`config.mk`:
```
export PLATFORM = sky130hd
export DESIGN_NAME = dtmf_tone_decoder_flat
export DESIGN_NICKNAME = d
export VERILOG_FILES = /design/src/rtl/dtmf_tone_decoder_pkg.sv /design/src/rtl/dtmf_tone_decoder_if.sv /design/src/rtl/dtmf_tone_decoder_period_meter.sv /design/src/rtl/dtmf_tone_decoder.sv /design/src/flat_wrapper.sv
export SDC_FILE = /design/constraint.sdc
export NUM_CORES = 1
export LEC_CHECK = 0
export ABC_AREA = 1
export CAP_MARGIN = 20
export CORE_MARGIN = 1
export CORE_UTILIZATION = 45
export CTS_BUF_LIST = sky130_fd_sc_hd__clkbuf_8 sky130_fd_sc_hd__clkbuf_16
export CTS_CLUSTER_SIZE = 40
export DETAILED_ROUTE_END_ITERATION = 16
export GPL_ROUTABILITY_DRIVEN = 0
export PLACE_DENSITY = 0.71
export REMOVE_ABC_BUFFERS = 1
export SYNTH_ARGS = -nofsm -noshare
export SYNTH_HDL_FRONTEND = slang
export SYNTH_SLANG_ARGS = --single-unit
```
`constraint.sdc`:
```
create_clock -name inclk -period 2.6 [get_ports inclk]
set_clock_uncertainty 0.2 [all_clocks]
set_input_delay 0.52 -clock inclk [delete_from_list [all_inputs] [get_ports inclk]]
set_output_delay 0.52 -clock inclk [all_outputs]
set_load 0.1 [all_outputs]
```
`src/rtl/dtmf_tone_decoder_pkg.sv`:
```
// Shared types, band limits (1 MHz clock basis) and helpers for the DTMF tone decoder.
package dtmf_tone_decoder_pkg;

    typedef enum logic {ST_IDLE = 1'b0, ST_HELD = 1'b1} state_e;
    typedef enum logic {BAND_ROW = 1'b0, BAND_COL = 1'b1} band_e;

    typedef struct packed {
        logic       valid;
        logic [1:0] idx;
    } class_t;

    // Inclusive period limits in clock cycles, +/-2.5 % around each nominal tone.
    localparam int unsigned ROW_LO [4] = '{1399, 1267, 1145, 1036};
    localparam int unsigned ROW_HI [4] = '{1471, 1331, 1203, 1090};
    localparam int unsigned COL_LO [4] = '{806, 730, 660, 597};
    localparam int unsigned COL_HI [4] = '{848, 768, 694, 627};

    localparam logic [3:0] KEY_NONE = 4'h0;

    function automatic class_t classify(input band_e band, input int unsigned period);
        class_t      c;
        int unsigned lo;
        int unsigned hi;
        c = '0;
        for (int i = 0; i < 4; i++) begin
            lo = (band == BAND_ROW) ? ROW_LO[i] : COL_LO[i];
            hi = (band == BAND_ROW) ? ROW_HI[i] : COL_HI[i];
            if (period >= lo && period <= hi) begin
                c.valid = 1'b1;
                c.idx   = 2'(i);
            end
        end
        return c;
    endfunction

    function automatic logic [3:0] key_code(input logic [1:0] row, input logic [1:0] col);
        return {row, col};
    endfunction

endpackage

```
`src/rtl/dtmf_tone_decoder_if.sv`:
```
// Tone inputs and decoded-key outputs of the DTMF decoder.
interface dtmf_tone_decoder_if;
    logic       row_in;
    logic       col_in;
    logic [3:0] key;
    logic       key_valid;
    logic       key_present;

    modport master (output row_in, col_in, input key, key_valid, key_present);
    modport slave  (input row_in, col_in, output key, key_valid, key_present);
endinterface

```
`src/rtl/dtmf_tone_decoder_period_meter.sv`:
```
// One tone channel: synchronizer, rising-edge detect, period counter, band
// classifier and match counter producing a stable class index and lock flag.
module dtmf_tone_decoder_period_meter
    import dtmf_tone_decoder_pkg::*;
#(
    parameter band_e BAND    = BAND_ROW,
    parameter int    CONFIRM = 8,
    parameter int    TIMEOUT = 2047,
    parameter int    CNT_W   = 12
) (
    input  logic       inclk,
    input  logic       reset,
    input  logic       tone_in,
    output logic [1:0] idx,
    output logic       locked
);
    localparam int               MC_W    = $clog2(CONFIRM + 1);
    localparam logic [CNT_W-1:0] CNT_MAX = CNT_W'(TIMEOUT);
    localparam logic [MC_W-1:0]  MC_MAX  = MC_W'(CONFIRM);

    logic             sync1_q, sync2_q, prev_q;
    logic [CNT_W-1:0] cnt_q, cnt_d;
    logic             armed_q, armed_d;
    logic [MC_W-1:0]  match_q, match_d;
    logic [1:0]       class_q, class_d;
    logic             rise;
    class_t           meas;

    always_comb begin
        // NOTE: every variable gets a default before any branch so no latch is inferred.
        rise    = sync2_q & ~prev_q;
        meas    = classify(BAND, 32'(cnt_q));
        cnt_d   = cnt_q;
        armed_d = armed_q;
        match_d = match_q;
        class_d = class_q;
        if (rise) begin
            // An edge wins over a simultaneous timeout; an unarmed edge only starts measuring.
            cnt_d   = CNT_W'(1);
            armed_d = 1'b1;
            if (armed_q) begin
                if (!meas.valid) begin
                    match_d = '0;
                end else if (meas.idx == class_q) begin
                    match_d = (match_q == MC_MAX) ? MC_MAX : match_q + 1'b1;
                end else begin
                    class_d = meas.idx;
                    match_d = MC_W'(1);
                end
            end
        end else if (cnt_q == CNT_MAX) begin
            armed_d = 1'b0;
            match_d = '0;
        end else begin
            cnt_d = cnt_q + 1'b1;
        end
    end

    always_ff @(posedge inclk) begin
        if (reset) begin
            sync1_q <= 1'b0;
            sync2_q <= 1'b0;
            prev_q  <= 1'b0;
            cnt_q   <= '0;
            armed_q <= 1'b0;
            match_q <= '0;
            class_q <= '0;
        end else begin
            // NOTE: non-blocking assignments so every flop samples pre-edge values.
            sync1_q <= tone_in;
            sync2_q <= sync1_q;
            prev_q  <= sync2_q;
            cnt_q   <= cnt_d;
            armed_q <= armed_d;
            match_q <= match_d;
            class_q <= class_d;
        end
    end

    assign idx    = class_q;
    assign locked = (match_q == MC_MAX);

endmodule

```
`src/rtl/dtmf_tone_decoder.sv`:
```
// DTMF receiver top: two period meters feed an IDLE/HELD FSM that reports
// each newly locked key as a one-cycle strobe plus a level present flag.
module dtmf_tone_decoder
    import dtmf_tone_decoder_pkg::*;
#(
    parameter int CONFIRM = 8,
    parameter int TIMEOUT = 2047,
    parameter int CNT_W   = 12
) (
    input  logic                inclk,
    input  logic                reset,
    dtmf_tone_decoder_if.slave  bus
);
    logic [1:0] row_idx, col_idx;
    logic       row_locked, col_locked;
    logic       both_locked;

    state_e     state_q, state_d;
    logic [3:0] key_q, key_d;
    logic       key_valid_q, key_valid_d;
    logic       key_present_q, key_present_d;

    dtmf_tone_decoder_period_meter #(
        .BAND(BAND_ROW), .CONFIRM(CONFIRM), .TIMEOUT(TIMEOUT), .CNT_W(CNT_W)
    ) u_row (
        .inclk(inclk), .reset(reset), .tone_in(bus.row_in), .idx(row_idx), .locked(row_locked)
    );

    dtmf_tone_decoder_period_meter #(
        .BAND(BAND_COL), .CONFIRM(CONFIRM), .TIMEOUT(TIMEOUT), .CNT_W(CNT_W)
    ) u_col (
        .inclk(inclk), .reset(reset), .tone_in(bus.col_in), .idx(col_idx), .locked(col_locked)
    );

    assign both_locked = row_locked & col_locked;

    always_comb begin
        state_d       = state_q;
        key_d         = key_q;
        key_valid_d   = 1'b0;
        key_present_d = key_present_q;
        case (state_q)
            ST_IDLE: if (both_locked) begin
                state_d       = ST_HELD;
                key_d         = key_code(row_idx, col_idx);
                key_valid_d   = 1'b1;
                key_present_d = 1'b1;
            end
            // key keeps its last value after release so software can still read it.
            ST_HELD: if (!both_locked) begin
                state_d       = ST_IDLE;
                key_present_d = 1'b0;
            end
            default: state_d = ST_IDLE;
        endcase
    end

    always_ff @(posedge inclk) begin
        if (reset) begin
            state_q       <= ST_IDLE;
            key_q         <= KEY_NONE;
            key_valid_q   <= 1'b0;
            key_present_q <= 1'b0;
        end else begin
            state_q       <= state_d;
            key_q         <= key_d;
            key_valid_q   <= key_valid_d;
            key_present_q <= key_present_d;
        end
    end

    assign bus.key         = key_q;
    assign bus.key_valid   = key_valid_q;
    assign bus.key_present = key_present_q;

endmodule

```
`src/flat_wrapper.sv`:
```
// flat-port wrapper written by rule: the top's interface ports become plain ports
module dtmf_tone_decoder_flat import dtmf_tone_decoder_pkg::*;
#(
    parameter int CONFIRM = 8,
    parameter int TIMEOUT = 2047,
    parameter int CNT_W   = 12
)
  (inclk, reset, bus_row_in, bus_col_in, bus_key, bus_key_valid, bus_key_present);
  dtmf_tone_decoder_if bus_i ();
  input  logic inclk;
  input  logic reset;
  input wire logic [$bits(bus_i.row_in)-1:0] bus_row_in;
  input wire logic [$bits(bus_i.col_in)-1:0] bus_col_in;
  output wire logic [$bits(bus_i.key)-1:0] bus_key;
  output wire logic [$bits(bus_i.key_valid)-1:0] bus_key_valid;
  output wire logic [$bits(bus_i.key_present)-1:0] bus_key_present;
  assign bus_i.row_in = bus_row_in;
  assign bus_i.col_in = bus_col_in;
  assign bus_key = bus_i.key;
  assign bus_key_valid = bus_i.key_valid;
  assign bus_key_present = bus_i.key_present;
  dtmf_tone_decoder #(.CONFIRM(CONFIRM), .TIMEOUT(TIMEOUT), .CNT_W(CNT_W)) u_core (.inclk(inclk), .reset(reset), .bus(bus_i));
endmodule
```
Word level (Yosys, flattened, before mapping). Index checks and enable logic that the tools add are counted.

Output and inout port bits: 6. Logic and storage cells: 111. Input bits: 4. Register bits after elaboration: 51.

Eq/ne operators: 12. Order comparisons: 16. Reduce and logical (&&, ||, !) cells: 19. Mux-type cells: 32. Add/subtract/negate cells: 4. Bitwise operators: 8.

Operators by type and width (number): $ge 12x10->1 const B (4); $ge 12x11->1 const B (4); $le 12x10->1 const B (4); $le 12x11->1 const B (4); $mux 4 (12); $add 12x1->12 const B (2); $eq 12x11->1 const B (2); $mux 3 (8); $mux 1 (11); $ne 2x2->1 const B (5); $add 4x1->4 const B (2); $eq 4x4->1 const B (2); $logic_and 1x1->1 (8); $reduce_and 2->1 (4); $reduce_and 4->1 (2); $reduce_or 2->1 (3); $not 1->1 (5); $eq 2x2->1 (2); $reduce_bool 2->1 (2); $and 1x1->1 (3); $ne 2x1->1 const B (1); $pmux 1 s2 (1).

Logic depth before layout (Yosys ltp). Gate-level depths: netlist of run 1.

Depth after elaboration: 11. Gate-level depth with buffers: 16.

Hierarchy. Synthesis of run 1 repeated with hierarchy kept, for this count alone.

Cells, all modules: 472. Area, all modules: 3105.5 um^2.

By module, submodules not included: dtmf_tone_decoder_period_meter at u_core.u_col (area each 1442.6 um^2, instances 1, sequential area each 440.4 um^2, cells an instance 219); dtmf_tone_decoder_period_meter at u_core.u_row (area each 1378.8 um^2, instances 1, sequential area each 440.4 um^2, cells an instance 213); dtmf_tone_decoder (area each 284.0 um^2, instances 1, sequential area each 140.1 um^2, cells an instance 40).

Worst setup path after synthesis of run 1. Ideal clock, no wire load.

Kind: reg-to-reg. From: register u_core.u_row.cnt_q[0]. To: register u_core.u_row.match_q[0]. Buffers on the path: 0. Arrival time: 1.512 ns. Library setup time: 0.135 ns. Required time: 2.265 ns. Clock period less this slack: 1.848 ns. Cell stages (with the launch flop): 11. Slack: 0.752 ns. Cell sequence: dfxtp_1 -> ha_1 -> inv_1 -> nor3_4 -> nand3_2 -> nor2_4 -> a21oi_1 -> nand2_1 -> nand2_1 -> clkinv_1 -> a21oi_1.

Longest elaborated chain between the ends: 10. Elaborated cells on any way between the ends: 24. Those cells by class: order compare (8); eq/ne (2); mux (8); reduce/logical (6).

RTL lines: start, declared (RTL line dtmf_tone_decoder_period_meter.sv:22) `logic [CNT_W-1:0] cnt_q, cnt_d;`; start signal, assigned (RTL line dtmf_tone_decoder_period_meter.sv:73) `cnt_q <= cnt_d;`; $ge 12x11->1 / $le 12x11->1 (equally long branches) (RTL line dtmf_tone_decoder_pkg.sv:28) `if (period >= lo && period <= hi) begin`; $logic_and 1x1->1 (RTL line dtmf_tone_decoder_pkg.sv:28); $mux 3 (3 in a row) (RTL line dtmf_tone_decoder_pkg.sv:28); $eq 2x2->1 (RTL line dtmf_tone_decoder_period_meter.sv:44) `end else if (meas.idx == class_q) begin`; $mux 4 (RTL line dtmf_tone_decoder_period_meter.sv:44); $mux 4 (RTL line dtmf_tone_decoder_period_meter.sv:42) `if (!meas.valid) begin`; $mux 4 (RTL line dtmf_tone_decoder_period_meter.sv:41) `if (armed_q) begin`; $mux 4 (RTL line dtmf_tone_decoder_period_meter.sv:37) `if (rise) begin`; end signal, assigned (RTL line dtmf_tone_decoder_period_meter.sv:75) `match_q <= match_d;`; end, declared (RTL line dtmf_tone_decoder_period_meter.sv:24) `logic [MC_W-1:0] match_q, match_d;`.

Parallel ways exist; a longest one is shown, timed or not. The select of a mux whose other input is x is not followed. A chain may end at the register's enable or synchronous reset.

Worst setup path in the final report of run 1.
From: register u_core.u_col.cnt_q[1]. To: register u_core.u_col.match_q[0].

Longest elaborated chain between the ends: 10. Elaborated cells on any way between the ends: 24. Those cells by class: order compare (8); eq/ne (2); mux (8); reduce/logical (6).

RTL lines (RTL line): start, declared (dtmf_tone_decoder_period_meter.sv:22); start signal, assigned (dtmf_tone_decoder_period_meter.sv:73); $ge 12x10->1 / $le 12x10->1 (equally long branches) (dtmf_tone_decoder_pkg.sv:28); $logic_and 1x1->1 (dtmf_tone_decoder_pkg.sv:28); $mux 3 (3 in a row) (dtmf_tone_decoder_pkg.sv:28); $eq 2x2->1 (dtmf_tone_decoder_period_meter.sv:44); $mux 4 (dtmf_tone_decoder_period_meter.sv:44); $mux 4 (dtmf_tone_decoder_period_meter.sv:42); $mux 4 (dtmf_tone_decoder_period_meter.sv:41); $mux 4 (dtmf_tone_decoder_period_meter.sv:37); end signal, assigned (dtmf_tone_decoder_period_meter.sv:75); end, declared (dtmf_tone_decoder_period_meter.sv:24).

Parallel ways exist; a longest one is shown, timed or not. The select of a mux whose other input is x is not followed.

==> results of run 1 <==
## per-stage QoR
| step | utilization | total power, mW | cell area [um2] | setup WS [ns] | cells |
|---|---|---|---|---|---|
| 2_1_floorplan | - | 0.871 | 2920 | 0.772 | 425 |
| 5_1_grt | 0.509 | 1.51 | 3230 | 0.330 | 522 |
| 3_5_place_dp | 0.491 | 0.901 | 3120 | 0.361 | 514 |
| 3_3_place_gp | 0.491 | 0.898 | 3120 | 0.464 | 514 |
| 6_report | 0.509 | 1.45 | 3230 | 0.537 | 522 |
| 4_1_cts | 0.509 | 1.47 | 3230 | 0.529 | 522 |
## kinds of logic after synthesis
group                      share of synthesized area
and+or+nand+nor                                0.354
buffers and inverters                         0.0999
DFF                                            0.347
AOI/OAI and AO/OA                              0.112
adders and majority gates                     0.0552
xor gates and xnor gates                      0.0327
## state kept, by name, indices dropped and copies added, names as in the netlist, 2 cells and up
| register | flops |
|---|---|
| u_core.u_col.cnt_q | 12 |
| u_core.u_row.cnt_q | 12 |
| u_core.bus.key | 4 |
| u_core.u_col.match_q | 4 |
| u_core.u_row.match_q | 4 |
| u_core.u_col.idx | 2 |
| u_core.u_row.idx | 2 |
## worst max-delay path by stage
stage                          start  slack (ns)                      end
3_5_place_dp                   reset        0.36   u_core.u_col.cnt_q[11]
3_3_place_gp                   reset        0.46   u_core.u_col.cnt_q[11]
5_1_grt        u_core.u_row.cnt_q[0]        0.33  u_core.u_row.match_q[0]
6_report       u_core.u_col.cnt_q[1]        0.54  u_core.u_col.match_q[0]
4_1_cts        u_core.u_row.cnt_q[0]        0.53  u_core.u_row.match_q[0]
2_1_floorplan  u_core.u_row.cnt_q[0]        0.77  u_core.u_row.match_q[0]
## metal layers
| metal | up-vias | GRT usage |
|---|---|---|
| li1 | 1391 | - |
| met1 | 1164 | 0.242 |
| met2 | 46 | 0.311 |
| met3 | 11 | 0.0328 |
| met4 | 0 | 0.0674 |
| met5 | - | 0 |
## power groups by stage
stage / sequential (mW) / combinational [mW] / clock [mW]
floorplan: 0.821 / 0.0502 / 0
global placement: 0.823 / 0.0754 / 0
detailed placement: 0.823 / 0.0779 / 0
CTS: 0.805 / 0.0781 / 0.583
global route: 0.808 / 0.0907 / 0.613
finish: 0.805 / 0.0773 / 0.568
## area by class of cell
class                   count  area [um2]
clock buffers               5        68.8
clock inverters             3        46.3
fillers                   601        3120
flip-flops and latches     51        1020
inverters                  72         272
repair buffers             12        97.6
multi-input cells         302        1630
well taps                  77        96.3
## layout by cell type, fill, tap and decap left out, types with 2 or more instances in the layout
cell type        count
nor2_4               5
ha_1                13
a31oi_1              5
nand2_2             10
o21ai_1              6
nand2_1             78
nand4_1              2
nor2_1              58
nor3_1               7
nand3_2              3
nand3_1             40
dfxtp_1             51
a22oi_1              2
clkbuf_8             5
clkinv_1             4
xor2_1              10
or2_2                3
a21oi_1             27
inv_1               63
nor2_2               8
buf_4                9
o21ai_0             13
clkdlybuf4s50_1      3
inv_2                4
## worst register-to-register path: stages, from the launching register on
cell and delay (ns):
dfxtp_1 0.44, ha_1 0.24, nand3_1 0.14, nor2_4 0.13, nand2_2 0.09, nor2_4 0.16
nand3b_4 0.14, nor2_4 0.15, nor2_2 0.07, nand2_1 0.08, nand2_1 0.05, clkinv_1 0.05
a21oi_2 0.04
==> out/results.ini, run 1 <==
[status]
status = finished, final reports clean

[power_and_ir_drop]
pwr_density_cell_nw_per_um2 = 449
p_leak_nw = 1.48
switchingPower_mw = 0.338
p_clk_frac = 0.392
power_frac_comb = 0.053
internal-power_mw = 1.11
p_sw_frac = 0.233
ir_drop_mv = 0.278
seqPwrFrac = 0.555

[worst_setup_path]
cp.depth = 12
cp_max_fo = 6
crit_path_start_kind = register
critical_path_class = reg -> reg
crit_family = simple AND/OR/NAND/NOR gates
r2r_start = u_core.u_col.cnt_q[1]
crit_arrival_ns = 2.07
regToRegEndpoint = u_core.u_col.match_q[0]
r2r_slack_ns = 0.54
r2r_cells = 12
cp_common_cell = nor2_4
worstSetupEndpointType = register
slowest_delay_ns = 0.44
path_buf_inv = 1
worstPathRequired_ns = 2.61
cp_slowest_cell = dfxtp_1
path_cells = ha_1 -> nand3_1 -> nor2_4 -> nand2_2 -> nor2_4 -> nand3b_4 -> nor2_4 -> nor2_2 -> nand2_1 -> nand2_1 -> clkinv_1 -> a21oi_2

[floorplan]
rows = 29
coreArea_um2 = 6350
die_x_um = 82.9
start_util = 0.464
die_area_um2 = 6870
die_height_um = 82.9
io_pins = 10

[drt]
avgRoutedWirePerCell_um = 11.3
drt-pass1-iter-count = 4
routed_wl_mm = 5.89
drt_iter0_markers = 131
drc = 0
m1WireLength_mm = 2.82
vias = 2612
wl_met3_um = 169
highest_layer = met4
route.antenna.remaining_nets = 0
viasPerCell = 5.00
wl_met2_mm = 2.80

[synth]
synth_edf_count = 0
synth.top_cell.area_share = 0.347
yosys.area.top_type = dfxtp_1
yosysMostFrequentCell = nand2_1
yosysUniqueCellTypes = 36
synth-seq-area-share = 0.347
yosys_warnings = 0
syn_area_per_cell_um2 = 6.85
synth_cells = 430
netlist_top_cells_area = dfxtp_1 35%, nand2_1 9.9%, inv_1 8.0%
synth_commonest_cells = 78 x nand2_1, 63 x inv_1, 58 x nor2_1
async_flop_share = 0
syn-cell-area_um2 = 2940
synth-main-ff-cell = dfxtp_1
synth-seq-cells = 51

[clock_network]
clock-root-buffer = clkbuf_8
cts_sinks = 51
htree_levels = 2
cts_made_buffers = 5
cts_tree = yes
clock_latency_ns = 0.31
postCtsSetupRepairBufs = 0
cts_resized = 0
clk_pin_slew_worst_paths_ns = 0.10
clockBufferDepth = 2
cts_hold_buf = 0

[layout]
syn2layout_area_growth_pct = 9.73
n_antenna_cell = 0
drive_above_1_share = 0.128
nets = 461

[sta]
finalSetupViolations = 0
hold_ws_ns = 0.216
worstMarginPinSlew_ns = 0.438
max-slew-margin-rel = 0.707
fin_crit_sh = 0.793
period_minus_slack_ns = 2.06
rsz0062_at_grt = no
report.final.slew_viol_count = 0
finalSetupTns_ns = 0
clock.fmax_mhz = 485
hold_viol_final = 0

[global_routing]
grt_util_all_layers = 0.187
grt_pass1_wl_mm = 10.7
grt_max_degree = 18
gr-total-overflow = 0
grt_pass1_vias = 2435
antenna_found_initial = 0

[min_path]
hp-start = u_core.u_col.sync1_q
hold_class = reg -> reg
min_to = u_core.u_col.sync2_q
whs_path_depth = 2

[job]
maxCapViolCount = 0

[placed_design]
dp_hpwl_mm = 4.55
io_buffers = 9

No activity file was read; power rests on OpenSTA's default activity.
==> run 2: changes to the inputs <==
==> constraint.sdc (replaced) <==
create_clock -name inclk -period 1.9 [get_ports inclk]
set_clock_uncertainty 0.2 [all_clocks]
set_input_delay 0.38 -clock inclk [delete_from_list [all_inputs] [get_ports inclk]]
set_output_delay 0.38 -clock inclk [all_outputs]
set_load 0.1 [all_outputs]
==> run 2 against run 1 <==
Net effect: core utilization increased by 8.2 points; worst setup slack got worse by 0.50 ns; final cell count increased by 5.2%; total power increased by 39%; sequential share of layout area decreased by 3.5 points; count of clock-buffer cells in the layout unchanged; register-to-register slack got worse by 0.50 ns; largest cell class unchanged; largest power group unchanged.
==> out/results.ini, run 2 (synthesis results as in run 1) <==
[status]
status = finished, final reports clean

[drt]
routed_wl_mm = 6.59  ; +12%
drt-pass1-iter-count = 4  ; unchanged
avgRoutedWirePerCell_um = 12.0  ; +6.4%
drc = 0  ; unchanged
viasPerCell = 5.06  ; +1.2%
drt_iter0_markers = 102  ; -22%
vias = 2779  ; +6.4%
route.antenna.remaining_nets = 0  ; unchanged

[layout]
layout_common_cells = 65 x nand2_1, 55 x inv_1, 48 x nor2_1, 34 x dfxtp_1, 32 x nand3_1
reg_top3 = u_core.u_col.cnt_q x12, u_core.u_row.cnt_q x12
utilization = 0.591  ; +0.0824
drive_above_1_share = 0.324  ; +0.196
final_common_cell = nand2_1
nets = 488  ; +5.9%
n_antenna_cell = 0  ; unchanged
syn2layout_area_growth_pct = 27.5

[clock_network]
clock_latency_ns = 0.31  ; about the same
htree_levels = 2  ; unchanged
cts_sinks = 51  ; unchanged
clk_pin_slew_worst_paths_ns = 0.10  ; about the same
clock-root-buffer = clkbuf_8
cts_hold_buf = 0  ; unchanged
cts_tree = yes
clockBufferDepth = 2  ; unchanged
cts_made_buffers = 5  ; unchanged

[job]
maxCapViolCount = 0  ; unchanged

[worst_setup_path]
slowest_delay_ns = 0.37  ; -0.07 ns
cp_common_cell = nand2_1
worstPathRequired_ns = 1.95  ; -0.66 ns
regToRegEndpoint = u_core.u_col.match_q[1]
critPathLaunch = u_core.u_col.cnt_q[0]
worstSetupEndpointType = register
cp_slowest_cell = dfxtp_4
cp_max_fo = 4  ; -2
path_cells = buf_6 -> ha_2 -> inv_2 -> nand3_2 -> inv_2 -> nor2_2 -> nand2_2 -> nand2_1 -> nand2_1 -> nand2_2 -> nor2_4 -> nand2_1 -> a21oi_2
r2r_start = u_core.u_col.cnt_q[0]
critical_path_class = reg -> reg
crit_arrival_ns = 1.91  ; -0.16 ns
r2r_slack_ns = 0.04  ; -0.50 ns
crit_path_start_kind = register
r2r_cells = 13  ; +1

[placed_design]
io_buffers = 9  ; unchanged
dp_hpwl_mm = 4.75  ; +4.5%

[min_path]
min_to = u_core.u_col.sync2_q
whs_path_depth = 2  ; unchanged
hp-start = u_core.u_col.sync1_q
hold_class = reg -> reg

[power_and_ir_drop]
total_power_mw = 2.02  ; +39%
p_leak_nw = 1.72  ; +16%
pwr_density_cell_nw_per_um2 = 538  ; +20%
internal-power_mw = 1.54  ; +38%
seqPwrFrac = 0.546  ; -0.009
switchingPower_mw = 0.480  ; +42%
power_frac_comb = 0.071  ; +0.018
p_sw_frac = 0.238  ; +0.00455
p_clk_frac = 0.382  ; -0.010
ir_drop_mv = 0.449  ; +62%

[sta]
fin_crit_sh = 0.980  ; +0.187
rsz0062_at_grt = yes
max-slew-margin-rel = 0.688  ; -0.0183
clock.fmax_mhz = 537  ; +11%
period_minus_slack_ns = 1.86  ; -0.201 ns
finalSetupViolations = 0  ; unchanged
worstMarginPinSlew_ns = 0.466  ; +0.0274 ns
report.final.slew_viol_count = 0  ; unchanged
hold_viol_final = 0  ; unchanged

[global_routing]
grt_util_all_layers = 0.188  ; +0.000821
grt_max_degree = 17  ; -1
grt_pass1_vias = 2541  ; +4.4%
antenna_found_initial = 0  ; unchanged
gr-total-overflow = 0  ; unchanged
grt_pass1_wl_mm = 10.7  ; +0.84%

[floorplan]
rows = 29  ; unchanged
coreArea_um2 = 6350  ; unchanged
io_pins = 10  ; unchanged
start_util = 0.464  ; unchanged
die_x_um = 82.9  ; unchanged
die_height_um = 82.9  ; unchanged
die_area_um2 = 6870  ; unchanged

[run 2: cell types whose count changed in the layout (fill, tap and decap cells not counted), sizes merged]
| cell | delta |
|---|---|
| buf | +27 |
| inv | +2 |
| clkinvlp | -1 |
| clkinv | -1 |
[run 2: power groups by stage]
stage	Combinational [mW]	Clock [mW]	Sequential (mW)
2_1_floorplan	0.0687	0	1.12
3_3_place_gp	0.121	0	1.12
3_5_place_dp	0.124	0	1.12
4_1_cts	0.125	0.785	1.10
5_1_grt	0.160	0.820	1.10
6_report	0.144	0.771	1.10
[run 2: critical path: cells and delay by family, from the launching register on]
kind	cells	cell delay, ns
adders and majority gates	1	0.17
DFF	1	0.37
and+or+nand+nor	8	0.71
buffers and inverters	3	0.23
AOI/OAI and AO/OA	1	0.11
[run 2: how the worst max path moves through the flow]
stage	end	cells past startpoint	slack (ns)
floorplan	u_core.u_row.match_q[0]	10	0.07
global placement	u_core.u_col.match_q[3]	10	0.02
detailed placement	u_core.u_row.match_q[1]	12	-0.008
CTS	u_core.u_row.idx[0]	16	0.007
global route	u_core.u_row.idx[0]	16	-0.06
finish	u_core.u_col.match_q[1]	13	0.04
[run 2: cell type report]
cell class | instances | area (um2)
Sequential cell | 51 | 1050
Multi-Input combinational cell | 302 | 1830
Clock inverter | 3 | 43.8
Fill cell | 554 | 2600
Clock buffer | 5 | 68.8
Tap cell | 77 | 96.3
Timing Repair Buffer | 39 | 383
Inverter | 72 | 273
[run 2: stage by stage]
step | instances | hold WS [ns] | setup slack [ns] | area (um2) | TNS [ns]
after floorplan | 425 | 0.188 | 0.0716 | 2920 | 0
after global placement | 532 | 0.200 | 0.0225 | 3330 | 0
after detailed placement | 532 | 0.207 | -0.00752 | 3330 | -0.00806
after CTS | 540 | 0.223 | 0.00726 | 3440 | 0
after global routing | 549 | 0.234 | -0.0605 | 3750 | -0.406
final | 549 | 0.219 | 0.0379 | 3750 | 0
[run 2: what timing repair did]
action | in CTS | in global routing
setup endpoints to repair | 6 | 28
resized for setup | 3 | 86
pin swaps | 0 | 30
setup buffers | 0 | 9
[run 2: metal layers]
| layer | vias up | track usage | part of all wire |
|---|---|---|---|
| met5 | - | 0 | 0 |
| met4 | 0 | 0.0611 | 0.019 |
| met3 | 14 | 0.0298 | 0.026 |
| met2 | 49 | 0.342 | 0.52 |
| met1 | 1276 | 0.223 | 0.44 |
| li1 | 1440 | - | - |
